--- config.mk ---
export PLATFORM = sky130hd
export DESIGN_NAME = led_source_ctrl_flat
export DESIGN_NICKNAME = d
export VERILOG_FILES = /design/src/rtl/led_src_pkg.sv /design/src/rtl/led_source_ctrl_if.sv /design/src/rtl/key_debounce.sv /design/src/rtl/led_source_ctrl.sv /design/src/flat_wrapper.sv
export SDC_FILE = /design/constraint.sdc
export NUM_CORES = 1
export LEC_CHECK = 0
export ABC_AREA = 1
export BUFFER_PORTS_ARGS = -buffer_cell sky130_fd_sc_hd__clkbuf_2
export CAP_MARGIN = 20
export CORE_MARGIN = 2
export CORE_UTILIZATION = 51
export CTS_BUF_LIST = sky130_fd_sc_hd__clkbuf_4 sky130_fd_sc_hd__clkbuf_8 sky130_fd_sc_hd__clkbuf_16
export DETAILED_ROUTE_END_ITERATION = 10
export MAX_ROUTING_LAYER = met4
export PLACE_DENSITY = 0.73
export SLEW_MARGIN = 20
export SYNTH_ARGS = -nofsm -noshare
export SYNTH_HDL_FRONTEND = slang
export SYNTH_SLANG_ARGS = --single-unit
--- constraint.sdc ---
create_clock -name clk_video -period 4 [get_ports clk_video]
set_input_delay 0.2 -clock clk_video [delete_from_list [all_inputs] [get_ports clk_video]]
set_output_delay 0.2 -clock clk_video [all_outputs]
set_load 0.02 [all_outputs]
--- src/rtl/led_src_pkg.sv ---
// Shared types, constants and decode helpers for the LED source controller.
package led_src_pkg;

  typedef enum logic {
    STOPPED = 1'b0,
    RUNNING = 1'b1
  } state_e;

  localparam int unsigned NUM_DIGITS = 8;
  localparam logic [15:0] WALK_INIT  = 16'h0001;

  // Digit value d lights bits d-1..0; values above 9 saturate to all nine bits.
  function automatic logic [8:0] therm_decode(input logic [3:0] d);
    logic [8:0] t;
    t = '0;
    for (int i = 0; i < 9; i++) begin
      if (4'(i) < d) t[i] = 1'b1;
    end
    return t;
  endfunction

endpackage

--- src/rtl/led_source_ctrl_if.sv ---
// Key inputs and display-facing outputs of the LED source controller.
interface led_source_ctrl_if;
  logic        key_run_n;
  logic        key_clr_n;
  logic [15:0] red_leds;
  logic [15:0] green_leds;
  logic [31:0] segments;
  logic        running;

  // Controller side: samples keys, drives display inputs.
  modport master (
    input  key_run_n,
    input  key_clr_n,
    output red_leds,
    output green_leds,
    output segments,
    output running
  );

  // Key/display side.
  modport slave (
    output key_run_n,
    output key_clr_n,
    input  red_leds,
    input  green_leds,
    input  segments,
    input  running
  );
endinterface

--- src/rtl/key_debounce.sv ---
// Synchronizes a raw active-low key, debounces it and emits a one-cycle press pulse.
module key_debounce #(
  parameter int unsigned DEBOUNCE_CYCLES = 740000
) (
  input  logic clk_i,
  input  logic rst_i,
  input  logic key_ni,
  output logic press_o
);

  localparam int unsigned CntW = (DEBOUNCE_CYCLES > 1) ? $clog2(DEBOUNCE_CYCLES) : 1;

  logic [1:0]      sync_q, sync_d;
  logic            level_q, level_d;
  logic [CntW-1:0] cnt_q, cnt_d;
  logic            press_q, press_d;

  // Next-state: shift synchronizer, count while the stable level disagrees.
  always_comb begin
    sync_d  = {sync_q[0], key_ni};
    level_d = level_q;
    cnt_d   = '0;
    if (sync_q[1] != level_q) begin
      if (cnt_q == CntW'(DEBOUNCE_CYCLES - 1)) begin
        level_d = sync_q[1];
      end else begin
        cnt_d = cnt_q + CntW'(1);
      end
    end
    // Only the released-to-pressed transition is an event.
    press_d = level_q & ~level_d;
  end

  // State registers; keys read as released out of reset.
  always_ff @(posedge clk_i or posedge rst_i) begin
    if (rst_i) begin
      sync_q  <= 2'b11;
      level_q <= 1'b1;
      cnt_q   <= '0;
      press_q <= 1'b0;
    end else begin
      sync_q  <= sync_d;
      level_q <= level_d;
      cnt_q   <= cnt_d;
      press_q <= press_d;
    end
  end

  assign press_o = press_q;

endmodule

--- src/rtl/led_source_ctrl.sv ---
// Run/pause stopwatch with 8-digit BCD count, walking LED and digit-0 bar graph.
module led_source_ctrl
  import led_src_pkg::*;
#(
  parameter int unsigned DEBOUNCE_CYCLES = 740000,
  parameter int unsigned TICK_DIV        = 7400000
) (
  input  logic               clk_video,
  input  logic               reset,
  led_source_ctrl_if.master  bus
);

  localparam int unsigned PscW = (TICK_DIV > 1) ? $clog2(TICK_DIV) : 1;

  logic run_press, clr_press;

  key_debounce #(
    .DEBOUNCE_CYCLES(DEBOUNCE_CYCLES)
  ) u_run_key (
    .clk_i  (clk_video),
    .rst_i  (reset),
    .key_ni (bus.key_run_n),
    .press_o(run_press)
  );

  key_debounce #(
    .DEBOUNCE_CYCLES(DEBOUNCE_CYCLES)
  ) u_clr_key (
    .clk_i  (clk_video),
    .rst_i  (reset),
    .key_ni (bus.key_clr_n),
    .press_o(clr_press)
  );

  state_e          state_q, state_d;
  logic [PscW-1:0] psc_q, psc_d;
  logic [31:0]     seg_q, seg_d;
  logic [15:0]     red_q, red_d;
  logic [15:0]     green_q, green_d;
  logic            wrap_q, wrap_d;

  logic            tick;
  logic [31:0]     seg_inc;
  logic            seg_carry;

  // BCD increment with ripple carry; a carry out of the top digit means 99999999 -> 0.
  always_comb begin
    seg_inc   = seg_q;
    seg_carry = 1'b1;
    for (int k = 0; k < NUM_DIGITS; k++) begin
      if (seg_carry) begin
        if (seg_q[4*k +: 4] == 4'd9) begin
          seg_inc[4*k +: 4] = 4'd0;
        end else begin
          seg_inc[4*k +: 4] = seg_q[4*k +: 4] + 4'd1;
          seg_carry         = 1'b0;
        end
      end
    end
  end

  // FSM next state, prescaler, counter, walk pattern and status; clear overrides a tick.
  always_comb begin
    state_d = state_q;
    psc_d   = psc_q;
    seg_d   = seg_q;
    red_d   = red_q;
    wrap_d  = wrap_q;
    tick    = 1'b0;

    if (run_press) begin
      state_d = (state_q == RUNNING) ? STOPPED : RUNNING;
    end

    // Prescaler holds while stopped so a partial tick survives pause/resume.
    if (state_q == RUNNING) begin
      if (psc_q == PscW'(TICK_DIV - 1)) begin
        psc_d = '0;
        tick  = 1'b1;
      end else begin
        psc_d = psc_q + PscW'(1);
      end
    end

    if (tick) begin
      seg_d = seg_inc;
      red_d = {red_q[14:0], red_q[15]};
      if (seg_carry) wrap_d = 1'b1;
    end

    if (clr_press) begin
      seg_d  = '0;
      psc_d  = '0;
      red_d  = WALK_INIT;
      wrap_d = 1'b0;
    end

    green_d = {state_q == RUNNING, wrap_q, 5'b0, therm_decode(seg_q[3:0])};
  end

  // State and output registers.
  always_ff @(posedge clk_video or posedge reset) begin
    if (reset) begin
      state_q <= STOPPED;
      psc_q   <= '0;
      seg_q   <= '0;
      red_q   <= WALK_INIT;
      green_q <= '0;
      wrap_q  <= 1'b0;
    end else begin
      state_q <= state_d;
      psc_q   <= psc_d;
      seg_q   <= seg_d;
      red_q   <= red_d;
      green_q <= green_d;
      wrap_q  <= wrap_d;
    end
  end

  assign bus.segments   = seg_q;
  assign bus.red_leds   = red_q;
  assign bus.green_leds = green_q;
  assign bus.running    = (state_q == RUNNING);

endmodule

--- src/flat_wrapper.sv ---
// flat-port wrapper written by rule: the top's interface ports become plain ports
module led_source_ctrl_flat import led_src_pkg::*;
#(
  parameter int unsigned DEBOUNCE_CYCLES = 740000,
  parameter int unsigned TICK_DIV        = 7400000
)
  (clk_video, reset, bus_key_run_n, bus_key_clr_n, bus_red_leds, bus_green_leds, bus_segments, bus_running);
  led_source_ctrl_if bus_i ();
  input  logic clk_video;
  input  logic reset;
  input wire logic [$bits(bus_i.key_run_n)-1:0] bus_key_run_n;
  input wire logic [$bits(bus_i.key_clr_n)-1:0] bus_key_clr_n;
  output wire logic [$bits(bus_i.red_leds)-1:0] bus_red_leds;
  output wire logic [$bits(bus_i.green_leds)-1:0] bus_green_leds;
  output wire logic [$bits(bus_i.segments)-1:0] bus_segments;
  output wire logic [$bits(bus_i.running)-1:0] bus_running;
  assign bus_i.key_run_n = bus_key_run_n;
  assign bus_i.key_clr_n = bus_key_clr_n;
  assign bus_red_leds = bus_i.red_leds;
  assign bus_green_leds = bus_i.green_leds;
  assign bus_segments = bus_i.segments;
  assign bus_running = bus_i.running;
  led_source_ctrl #(.DEBOUNCE_CYCLES(DEBOUNCE_CYCLES), .TICK_DIV(TICK_DIV)) u_core (.clk_video(clk_video), .reset(reset), .bus(bus_i));
endmodule
# [Word-level counts from Yosys, hierarchy flattened]
# Cells that the tools add are included.
[word_totals] inputBits=4 ff_bits=132
[op_classes] add_sub_neg=11 eq_ne=13 order_cmp=9 n_mux=60 bitwise_logic=4 reduce_logical=18
[ops] operator="2-to-1 mux 20 bit" n=4
[ops] operator="2-to-1 mux 23 bit" n=3
[ops] operator="2-to-1 mux 32 bit" n=2
[ops] operator="2-to-1 mux 4 bit" n=15
[ops] operator="adder 20 x 1 -> 20 bit (second input constant)" n=2
[ops] operator="equality test 20 bit (second input constant)" n=2
[ops] operator="2-to-1 mux 1 bit" n=34
[ops] operator="adder 4 x 1 -> 4 bit (second input constant)" n=8
[ops] operator="equality test 4 bit (second input constant)" n=8
[ops] operator="2-to-1 mux 16 bit" n=2
[ops] operator="adder 23 x 1 -> 23 bit (second input constant)" n=1
[ops] operator="equality test 23 bit (second input constant)" n=1
[ops] operator="nonzero test 2 bit" n=10
[ops] operator="less-than comparator 3 x 4 -> 1 bit (first input constant)" n=4
[ops] operator="AND reduction 2 bit" n=8
[ops] operator="less-than comparator 1 x 4 -> 1 bit (first input constant)" n=2
[ops] operator="less-than comparator 2 x 4 -> 1 bit (first input constant)" n=2
[ops] operator="less-than comparator 4 bit (first input constant)" n=1
[ops] operator="AND 1 bit" n=2
[ops] operator="inequality test 1 bit" n=2
[ops] operator="inverter 1 bit" n=2

# [Logic depth before layout (Yosys ltp)]
# Gate-level depths: netlist of run 1.
[logic_depth] word_depth=12 mapped_depth=11 depth_no_buf=11

# [Hierarchy]
# From an unflattened synthesis of run 1, not the netlist that was laid out.
[unflattened] cells_unflattened=881 hier_area_um2=7008.0
[modules_own_cells] module="led_source_ctrl" cells_each=547 instances=1 area_per_inst_um2=4360.4 seq_area_each_um2=2103.3
[modules_own_cells] module="key_debounce" cells_each=167 instances=2 area_per_inst_um2=1323.8 seq_area_each_um2=604.3

# [Worst setup path after synthesis of run 1]
# Ideal clock, no wire load.
[synth_timing] path_kind="register to register" start="reg u_core.seg_q[4], in the netlist u_core.bus.segments[4]" end="reg u_core.seg_q[28], in the netlist u_core.bus.segments[28]" period_less_slack_ns=1.711 stages_incl_launch_ff=11 arrival_ns=1.593 setup_slack_ns=2.289 path_cell_list="dfrtp_1 ha_1 nand2_1 nor2_1 nand3_1 nor2_1 nand3b_1 nand2_2 nand3_1 nand2_1 nand2_1"
[synth_between] elab_chain_cells=10
[synth_lines] element="start, declared" line_no="led_source_ctrl.sv:37" text="logic [31:0] seg_q, seg_d;"
[synth_lines] element="start signal, assigned" line_no="led_source_ctrl.sv:113" text="seg_q <= seg_d;"
[synth_lines] element="equality test 4 bit" line_no="led_source_ctrl.sv:52" text="if (seg_q[4*k +: 4] == 4'd9) begin"
[synth_lines] element="2-to-1 mux 1 bit" line_no="led_source_ctrl.sv:52"
[synth_lines] element="2-to-1 mux 1 bit (6 in series)" line_no="led_source_ctrl.sv:51" text="if (seg_carry) begin"
[synth_lines] element="nonzero test 2 bit (no line)"
[synth_lines] element="AND reduction 2 bit (no line)"
# Every way passes these cells.
# A chain may end at the register's enable or synchronous reset.

# [Worst setup path in the final report of run 1]
[layout_timing] start="reg u_core.psc_q[0]" end="reg u_core.red_q[12], in the netlist u_core.bus.red_leds[12]"
[layout_between] elab_chain_cells=4
[layout_lines] element="start, declared" line_no="led_source_ctrl.sv:36" text="logic [PscW-1:0] psc_q, psc_d;"
[layout_lines] element="start signal, assigned" line_no="led_source_ctrl.sv:112" text="psc_q <= psc_d;"
[layout_lines] element="equality test 23 bit" line_no="led_source_ctrl.sv:77" text="if (psc_q == PscW'(TICK_DIV - 1)) begin"
[layout_lines] element="2-to-1 mux 1 bit" line_no="led_source_ctrl.sv:77"
[layout_lines] element="2-to-1 mux 1 bit" line_no="led_source_ctrl.sv:76" text="if (state_q == RUNNING) begin"
[layout_lines] element="nonzero test 2 bit (no line)"
[layout_lines] element="end signal, assigned" line_no="led_source_ctrl.sv:114" text="red_q <= red_d;"
[layout_lines] element="end, declared" line_no="led_source_ctrl.sv:38" text="logic [15:0] red_q, red_d;"
# Every way passes these cells.

==> results.txt, run 1 <==
The required time of the critical path came out at 4280 ps. The total half-perimeter wirelength after legalization and detailed placement is just under 10,000 um. Between clock sinks in the finished design, the worst skew comes to between 5 and 6 ps.

Along the worst path, the maximum fanout reaches 29. The fraction of met3 tracks used by global routing is between 5 and 6%. The global placer's final weighted congestion is just over 0.9. The static power due to leakage is around 0.0038 uW. Power spread over the standard cell area amounts to between 300 and 400 nW/um^2. For this run, the top clock speed supported by timing is approximately 430 MHz. After clock tree synthesis, the setup repair step added 0 buffers. The category of the most critical setup path is flip-flop to flip-flop. The length in cells of the worst reg-to-reg path is 7. The number of different library cells in the post-synthesis netlist is 38. The overall die height came out at about 120 um. The number of pins exceeding their max-slew limit in the final report is 0. The initial antenna violation count is 0. The count of cells resized by post-cts repair came out at 0.

The deepest clock path buffer count is 2. In this run the worst hold path is classified as input pin to async pin. In this run the remaining antenna-violating nets after routing total 0. The area added between synthesis and finish came out at 17.0%.

In this run the most used layer during global routing was met2. Synthesis produced between 800 and 900 cells. Setup repair after global routing left no endpoint under its margin.

The region available for standard cell placement spans 12,700 sq um. After detailed routing, the number of remaining DRC violations is 0. The worst hold slack across all endpoints is between 200 and 300 ps.

The max-slew headroom at the worst pin is 54.0%. The number of vias per cell is around 5.1. The number of rows in the core area is between 40 and 50. The last element of the critical path is u_core.bus.red_leds[12]. The fraction of registers with async set/reset came out at 100%.

The worst-case register-to-register setup slack came out at between 1500 and 2000 ps. The mapped cell area came out at around 6700 sq um. For this run, the leading register cell type out of synthesis is dfrtp_1. The Yosys warning count is 0. The clock tree root driver cell is clkbuf_16. The data arrival time at the worst-slack endpoint is about 2600 ps.

The proportion of synthesized chip area in sequential cells came out at 49.3%. The x dimension of the die came out at around 120 um. The clock latency on the worst-skew pair came out at ~420 ps. The peak supply drop is about 0.31 mV. TritonCTS built the clock tree.

STA classifies the critical path endpoint as a flip-flop. Summed over all layers, the global routing overflow is 0. The largest net degree at the start of global routing is about 110. The first-iteration detailed-routing DRC count is 494. The count of flip-flops with a built-in enable after synthesis is 0.

The number of antenna repair diodes is 0. Counting the fill cells in the layout gives 1,097. The worst reg2reg path endpoint is u_core.bus.red_leds[12]. The effective utilization at floorplan came out at 52.8%.

The first global-routing pass estimated approximately 24,000 um of wire. For this design, the CTS-stage hold fixing added 2 buffers. The worst register-to-register path begins at u_core.psc_q[0]. The mean post-synth cell area is roughly 8.1 sq um. The total negative setup slack came out at 0 ps. The flow ran to the end, and the final reports show no timing, DRC or antenna violations. The net total in the final layout came out at around 920. The shortest clock period the worst path allows after layout is 2320 ps.

The sum of routed wire length over all layers is roughly 14,000 um. The number of global-route vias before repair came out at approximately 5,100. The layout cell share with drive strength beyond 1 is between 10% and 20%.

The global-route track usage on met2 is 32.6%. At the pin with the least slew margin, the transition time is 685 ps. The die covers about 14,000 sq um. The max capacitance violation total is 0. The worst setup path is launched from a flip-flop. The worst path uses slightly below 60% of the clock period.

After clock tree synthesis, the clock-pin slew on the worst setup and hold paths is roughly 60 ps. The clock net sink count is 132. The synthesized flop and latch total came out at roughly 130. The wire length per cell came out at approximately 13 um. The launch point of the critical path is u_core.psc_q[0].

The met1 global-route usage is approximately 30%. The final number of hold-violating endpoints came out at 0. CTS built an H-tree with a depth of 4.

Counting the buffers created by CTS gives 17. The number of detailed-route iterations in the first pass came out at 5. The final count of negative-setup-slack endpoints came out at 0.

The total global-route track usage is between 20% and 30%. The boundary pin count came out at 69. The via count of the routed design is roughly 5,600. Input and output buffers added on the ports amount to between 60 and 70.
[placed cells by master (no fill, tap or decap), types with 2 or more instances in the layout]
cell	Yosys	layout
nand4_1	23	23
clkbuf_16	0	17
conb_1	1	5
nor3_1	32	32
o21ai_0	21	21
buf_4	8	2
a21oi_1	25	25
o21bai_1	2	2
clkinv_4	0	3
nor3_2	3	3
dfstp_2	7	7
clkbuf_8	0	3
and3_1	3	3
or2_2	3	3
nand2_2	7	7
nor2_1	121	121
nor3b_1	4	4
clkinvlp_4	0	3
o21ai_1	24	24
nand2_1	168	168
inv_1	103	102
clkbuf_2	0	63
ha_1	17	17
dlygate4sd3_1	0	3
xor2_1	22	22
nor2_2	4	4
xnor2_1	10	10
bufinv_16	0	4
inv_2	3	3
dfrtp_1	125	125
o22ai_1	14	14
nand3b_1	2	2
nand3_1	56	56
[where the power goes]
group	switching, uW	total (uW)	leakage (uW)	internal [uW]
sequential	4.02	1350	0.00182	1340
clock	576	1680	0.000309	1100
combinational	43.0	55.8	0.00165	12.8
total	623	3080	0.00378	2460
[stage by stage]
step | setup slack [ps] | power (uW) | cell area [sq um] | std cells | utilization, %
floorplan | 286 | 1410 | 6730 | 834 | -
global placement | 1820 | 1420 | 7140 | 1050 | 56.2
detailed placement | 1710 | 1420 | 7140 | 1050 | 56.2
CTS | 1690 | 3110 | 7810 | 1084 | 61.4
global route | 1430 | 3180 | 7850 | 1086 | 61.7
finish | 1680 | 3080 | 7850 | 1086 | 61.7
[worst min-delay path by stage]
| stage | slack [ps] | endpoint | from |
|---|---|---|---|
| 3_5_place_dp | 290 | u_core.u_run_key.sync_q[0] | bus_key_run_n |
| 2_1_floorplan | 200 | u_core.u_clr_key.sync_q[0] | bus_key_clr_n |
| 3_3_place_gp | 290 | u_core.u_run_key.sync_q[0] | bus_key_run_n |
| 6_report | 290 | u_core.u_run_key.cnt_q[14] | reset |
| 5_1_grt | 320 | u_core.u_run_key.cnt_q[14] | reset |
| 4_1_cts | 40 | u_core.u_run_key.cnt_q[14] | reset |
[worst max-delay path: stages (launching register included)]
cell,delay [ps]
dfrtp_1,460
ha_1,250
nand3_1,130
nor2_1,180
nand4_1,150
nand2_2,460
buf_4,400
o22ai_1,140
[logic make-up after synthesis]
logic type	Yosys count	share of synthesized area, %
compound gates	93	7.59
xor+xnor	32	4.18
fa+ha+maj	17	3.17
buf+inv	127	7.90
flops	132	49.3
other cells	1	0.0559
simple gates	428	27.8
[layout make-up]
class | instances | area [sq um] | area share (%)
flip-flops and latches | 132 | 3310 | 42.2
multi-input cells | 575 | 2880 | 36.7
clock inverters | 11 | 174 | 2.22
inverters | 106 | 403 | 5.13
well taps | 172 | 215 | 2.74
clock buffers | 21 | 474 | 6.04
repair buffers | 69 | 388 | 4.94
[layer usage]
metal,vias to the layer above,wire [um]
met1,2570,6680
li1,2829,-
met3,24,681
met2,139,6400
met5,-,0
met4,0,250
[synth_stat cells, drive strengths merged, types with 2 or more instances]
library cell | n | area, sq um
a21oi | 25 | 125
and3 | 3 | 18.8
buf | 17 | 118
clkbuf | 4 | 15.0
dfrtp | 125 | 3130
dfstp | 7 | 184
ha | 17 | 213
inv | 106 | 398
nand2 | 175 | 674
nand3 | 56 | 280
nand3b | 2 | 15.0
nand4 | 23 | 144
nor2 | 125 | 479
nor3 | 35 | 190
nor3b | 4 | 30.0
o21ai | 45 | 225
o21bai | 2 | 15.0
o22ai | 14 | 87.6
or2 | 4 | 25.0
xnor2 | 10 | 87.6
xor2 | 22 | 193
[state kept, by name, summed over array words and instances (netlist names), 2 cells and up]
name / cells
u_core.u_run_key.cnt_q: 20
u_core.u_run_key.sync_q: 2
u_core.u_clr_key.cnt_q: 20
u_core.bus.green_leds: 11
u_core.psc_q: 23
u_core.bus.red_leds: 16
u_core.bus.segments: 32
u_core.u_clr_key.sync_q: 2
(Power assumes the default switching activity.)
==> inputs of run 2 (changes only) <==
ABC_AREA = 0   (was 1)
PLACE_DENSITY = 0.71   (was 0.73)
clock period = 2.35 ns   (was 4 ns; I/O delays follow)
==> run 2 against run 1 <==
  * Clock power increased by 63%
  * Via count decreased by 12%
  * Die area decreased by 3.9%
  * Non-clock buffer count increased by 17
==> results.txt, run 2 <==
The tool flagged a number of max-cap violations equal to 0. The library cell used most frequently in the layout, excluding fill and tap cells, is dfrtp_1. The final clock skew came out at just under 10 ps. For this run, the detailed router's first-pass iteration total came to 4. In this run the tool buffered the top-level ports with 63 buffer cells. The timing-limited maximum frequency came out at approximately 450 MHz. The number of antenna repair diodes is 0. The deepest clock path buffer count came out at 2. The flip-flop count of the largest register, all copies and words added is 32. Of the synthesized area, sequential elements account for 51.4%. The most critical setup path has its startpoint at u_core.psc_q[16]. The static power due to leakage came out at 0.00362 uW. The library cells used most frequently in the layout, excluding fill and tap cells, are dfrtp_1 (125), nor2_1 (83), nand2_1 (68), clkbuf_2 (63), a21oi_1 (42). The later pin in the worst-skew pair is clocked with a latency of 410 ps. In this run the cell area measured after placement is around 7000 sq um. Setup violations remaining at the end of the flow were counted as 0. In this run the power density over the cells is around 670 nW/um^2.

The aggregate global routing overflow came out at 0. The required time of the critical path came out at approximately 2700 ps. Following the worst setup path forward leads to its endpoint at u_core.bus.segments[23]. The area growth from synthesis to layout is 19.4%. The number of different library cells in the post-synthesis netlist is 56.

The CTS tree is built. The count of flip-flops with a built-in enable after synthesis came out at 0. The initial antenna violation count is 0. The number of standard cells in the layout, taps in and fillers out is 910. The synthesized flop and latch total came out at between 100 and 150.

The clock slew at the register clock pins of the worst setup and hold paths is 50 ps. In this run the tightest slew margin relative to its limit is 57.6%. STA classifies the critical path startpoint as a flip-flop. A synthesized cell averages roughly 10 sq um. The pin slew with the least headroom to its limit came out at around 630 ps. The boundary pin count came out at 69. The largest net degree at the start of global routing came out at 92. After technology mapping, the gate count stands at 647.

The H-tree depth reported by CTS is 4. The final number of hold-violating endpoints is 0. For this configuration, the core starts out at a cell density of 51.7%. The clock net sink count is approximately 130. The DRC violation count after routing came out at 0. The Yosys warning count came out at 0. The number of vias per cell is 5.35. The congestion estimate from routability-driven global placement came to between 0.8 and 0.9. The cell sitting at the root of the clock tree is a clkbuf_16. The area share of the leading cell type in the synthesized netlist is approximately 49%. By area, the combinational part of the netlist is dominated by simple AND/OR/NAND/NOR gates. The die covers between 10,000 and 15,000 sq um. The worst register-to-register path ends at u_core.bus.segments[23].

The length in cells of the worst reg-to-reg path is 6. For this block, the initial DRC count from the detailed router was ~300. The shortest clock period the worst path allows after layout came out at between 2000 and 2500 ps.

The worst min-delay path class is input pin to async pin. The final design area excluding fillers came out at approximately 7700 sq um. Dividing the final minimum period by the clock period gives 95.2%. The post-synthesis xor/xnor area fraction came out at 8.30%. The global-route wire length before repair came out at 21,600 um. The number of rows in the core area is 41.

For this run, the leading register cell type out of synthesis is dfrtp_1. The number of pins exceeding their max-slew limit in the final report came out at 0. Global routing consumed, over all layers together, 21.0% of the routing resources. The x dimension of the die came out at 116 um. Counting flops with an async set or reset pin after synthesis yields a share of 100%. Summed over all instances, the cell type with the most area after synthesis is dfrtp_1. The synthesized-area fraction occupied by and/or/nand/nor cells came out at between 20% and 30%.

In this run the remaining antenna-violating nets after routing total 0. The wire length per cell is between 10 and 15 um. The placeable core region came out at 12,500 sq um.

The instance count after placement with tap cells included came out at between 800 and 900. The mapped cell area came out at about 6400 sq um. Yosys attributes the largest share of cell area to dfrtp_1 (49%), nor2_1 (4.8%), xor2_1 (4.6%). The post-synthesis compound-gate area fraction is under 10%. Across all register-to-register paths, the minimum setup slack is around 110 ps.

The layout cell share with drive strength beyond 1 came out at around a fifth. In this run the critical register-to-register path is launched from u_core.psc_q[16]. The multiplexer fraction of the synthesized cell area came out at 1.13%. Across the VDD grid, the largest voltage drop is between 0.4 and 0.5 mV. After Yosys synthesis, full adders, half adders and majority gates account for roughly 3.3% of the synthesized area. The run finished with clean final reports. The number of global-route vias before repair came to roughly 4,500. Across all layers, the routed design uses ~5,000 vias.

In this run, CTS created clock tree buffers numbering 17. Total power for the finished layout comes to between 5000 and 6000 uW. The sum of routed wire length over all layers is 12,700 um. The category of the most critical setup path is flip-flop to flip-flop. The total half-perimeter wirelength after legalization and detailed placement came out at between 8000 and 9000 um. The data arrival time at the worst-slack endpoint came out at between 2000 and 3000 ps. The overall die height came out at around 120 um.

The type of element capturing the critical path is a flip-flop. dfrtp_1 is the most common cell in the netlist. Along the worst path, the maximum fanout reaches 10. The net total in the final layout is between 700 and 800. After synthesis, the most frequently instantiated cells are dfrtp_1 (125), nor2_1 (83), nand2_1 (68), a21oi_1 (42), xor2_1 (34).
-- run 2: cell count changes in the layout (fill, tap and decap cells not counted), moves of 14 or more --
cell,change
a21oi_1,+17
buf_4,+15
inv_1,-85
nand2_1,-100
nand3_1,-28
nor2_1,-38
nor3_1,-22
o21ai_1,-24
o22ai_1,-14
or3_1,+20
xnor2_1,+17
-- run 2: repair_timing --
item,CTS,global route
gates resized for setup,0,6
setup buffers,0,3
hold endpoints to repair,13,0
setup endpoints to repair,0,13
hold buffers,3,0
-- run 2: worst min-delay path by stage --
stage / startpoint / endpoint
after global placement: reset / u_core.u_run_key.cnt_q[18]
after detailed placement: reset / u_core.u_run_key.cnt_q[18]
final: reset / u_core.u_run_key.cnt_q[3]
after CTS: reset / u_core.u_run_key.cnt_q[17]
after floorplan: bus_key_clr_n / u_core.u_clr_key.sync_q[0]
after global routing: reset / u_core.u_run_key.cnt_q[17]
-- run 2: per-layer routing --
metal	global-route usage (%)	vias to the layer above	wire, um
met2	32.0	70	6350
li1	-	2394	-
met1	27.4	2395	5840
met4	7.94	0	110
met5	-	-	0
met3	5.03	8	377
-- run 2: logic make-up after synthesis --
kind of cell	Yosys count
AND/OR/NAND/NOR	310
flip-flops	132
AO/OA/AOI/OAI	71
XOR/XNOR	61
buffers and inverters	48
adder cells (fa/ha/maj)	17
multiplexers	7
other	1
-- run 2: area by class of cell --
| type | instances | area, sq um |
|---|---|---|
| repair buffers | 86 | 524 |
| multi-input cells | 471 | 2940 |
| flip-flops and latches | 132 | 3310 |
| clock buffers | 23 | 502 |
| inverters | 18 | 71.3 |
| fillers | 1033 | 4780 |
| clock inverters | 8 | 123 |
| well taps | 172 | 215 |
-- run 2: stage by stage --
stage | setup TNS (ps) | hold WS [ps] | util [%] | setup slack (ps)
finish | 0 | 226 | 61.7 | 114
global route | -16.4 | 254 | 61.7 | -14.9
CTS | 0 | 195 | 61.3 | 7.17
detailed placement | 0 | 92.5 | 56.0 | 39.9
global placement | 0 | 81.9 | 56.0 | 114
floorplan | 0 | 122 | - | 191
-- run 2: critical path: stages, from the launching register on --
cell and delay, ps:
dfrtp_1 420, or4bb_4 550, nor3_4 260, buf_6 180, nand4_1 190, or3_1 380
a21oi_1 170
-- run 2: power by group --
| part | internal, uW | leakage [uW] | switching, uW | total, uW |
|---|---|---|---|---|
| sequential | 2290 | 0.00182 | 10.5 | 2300 |
| combinational | 20.8 | 0.00151 | 70.2 | 91.0 |
| clock | 1810 | 0.000301 | 931 | 2740 |
| total | 4120 | 0.00362 | 1010 | 5130 |
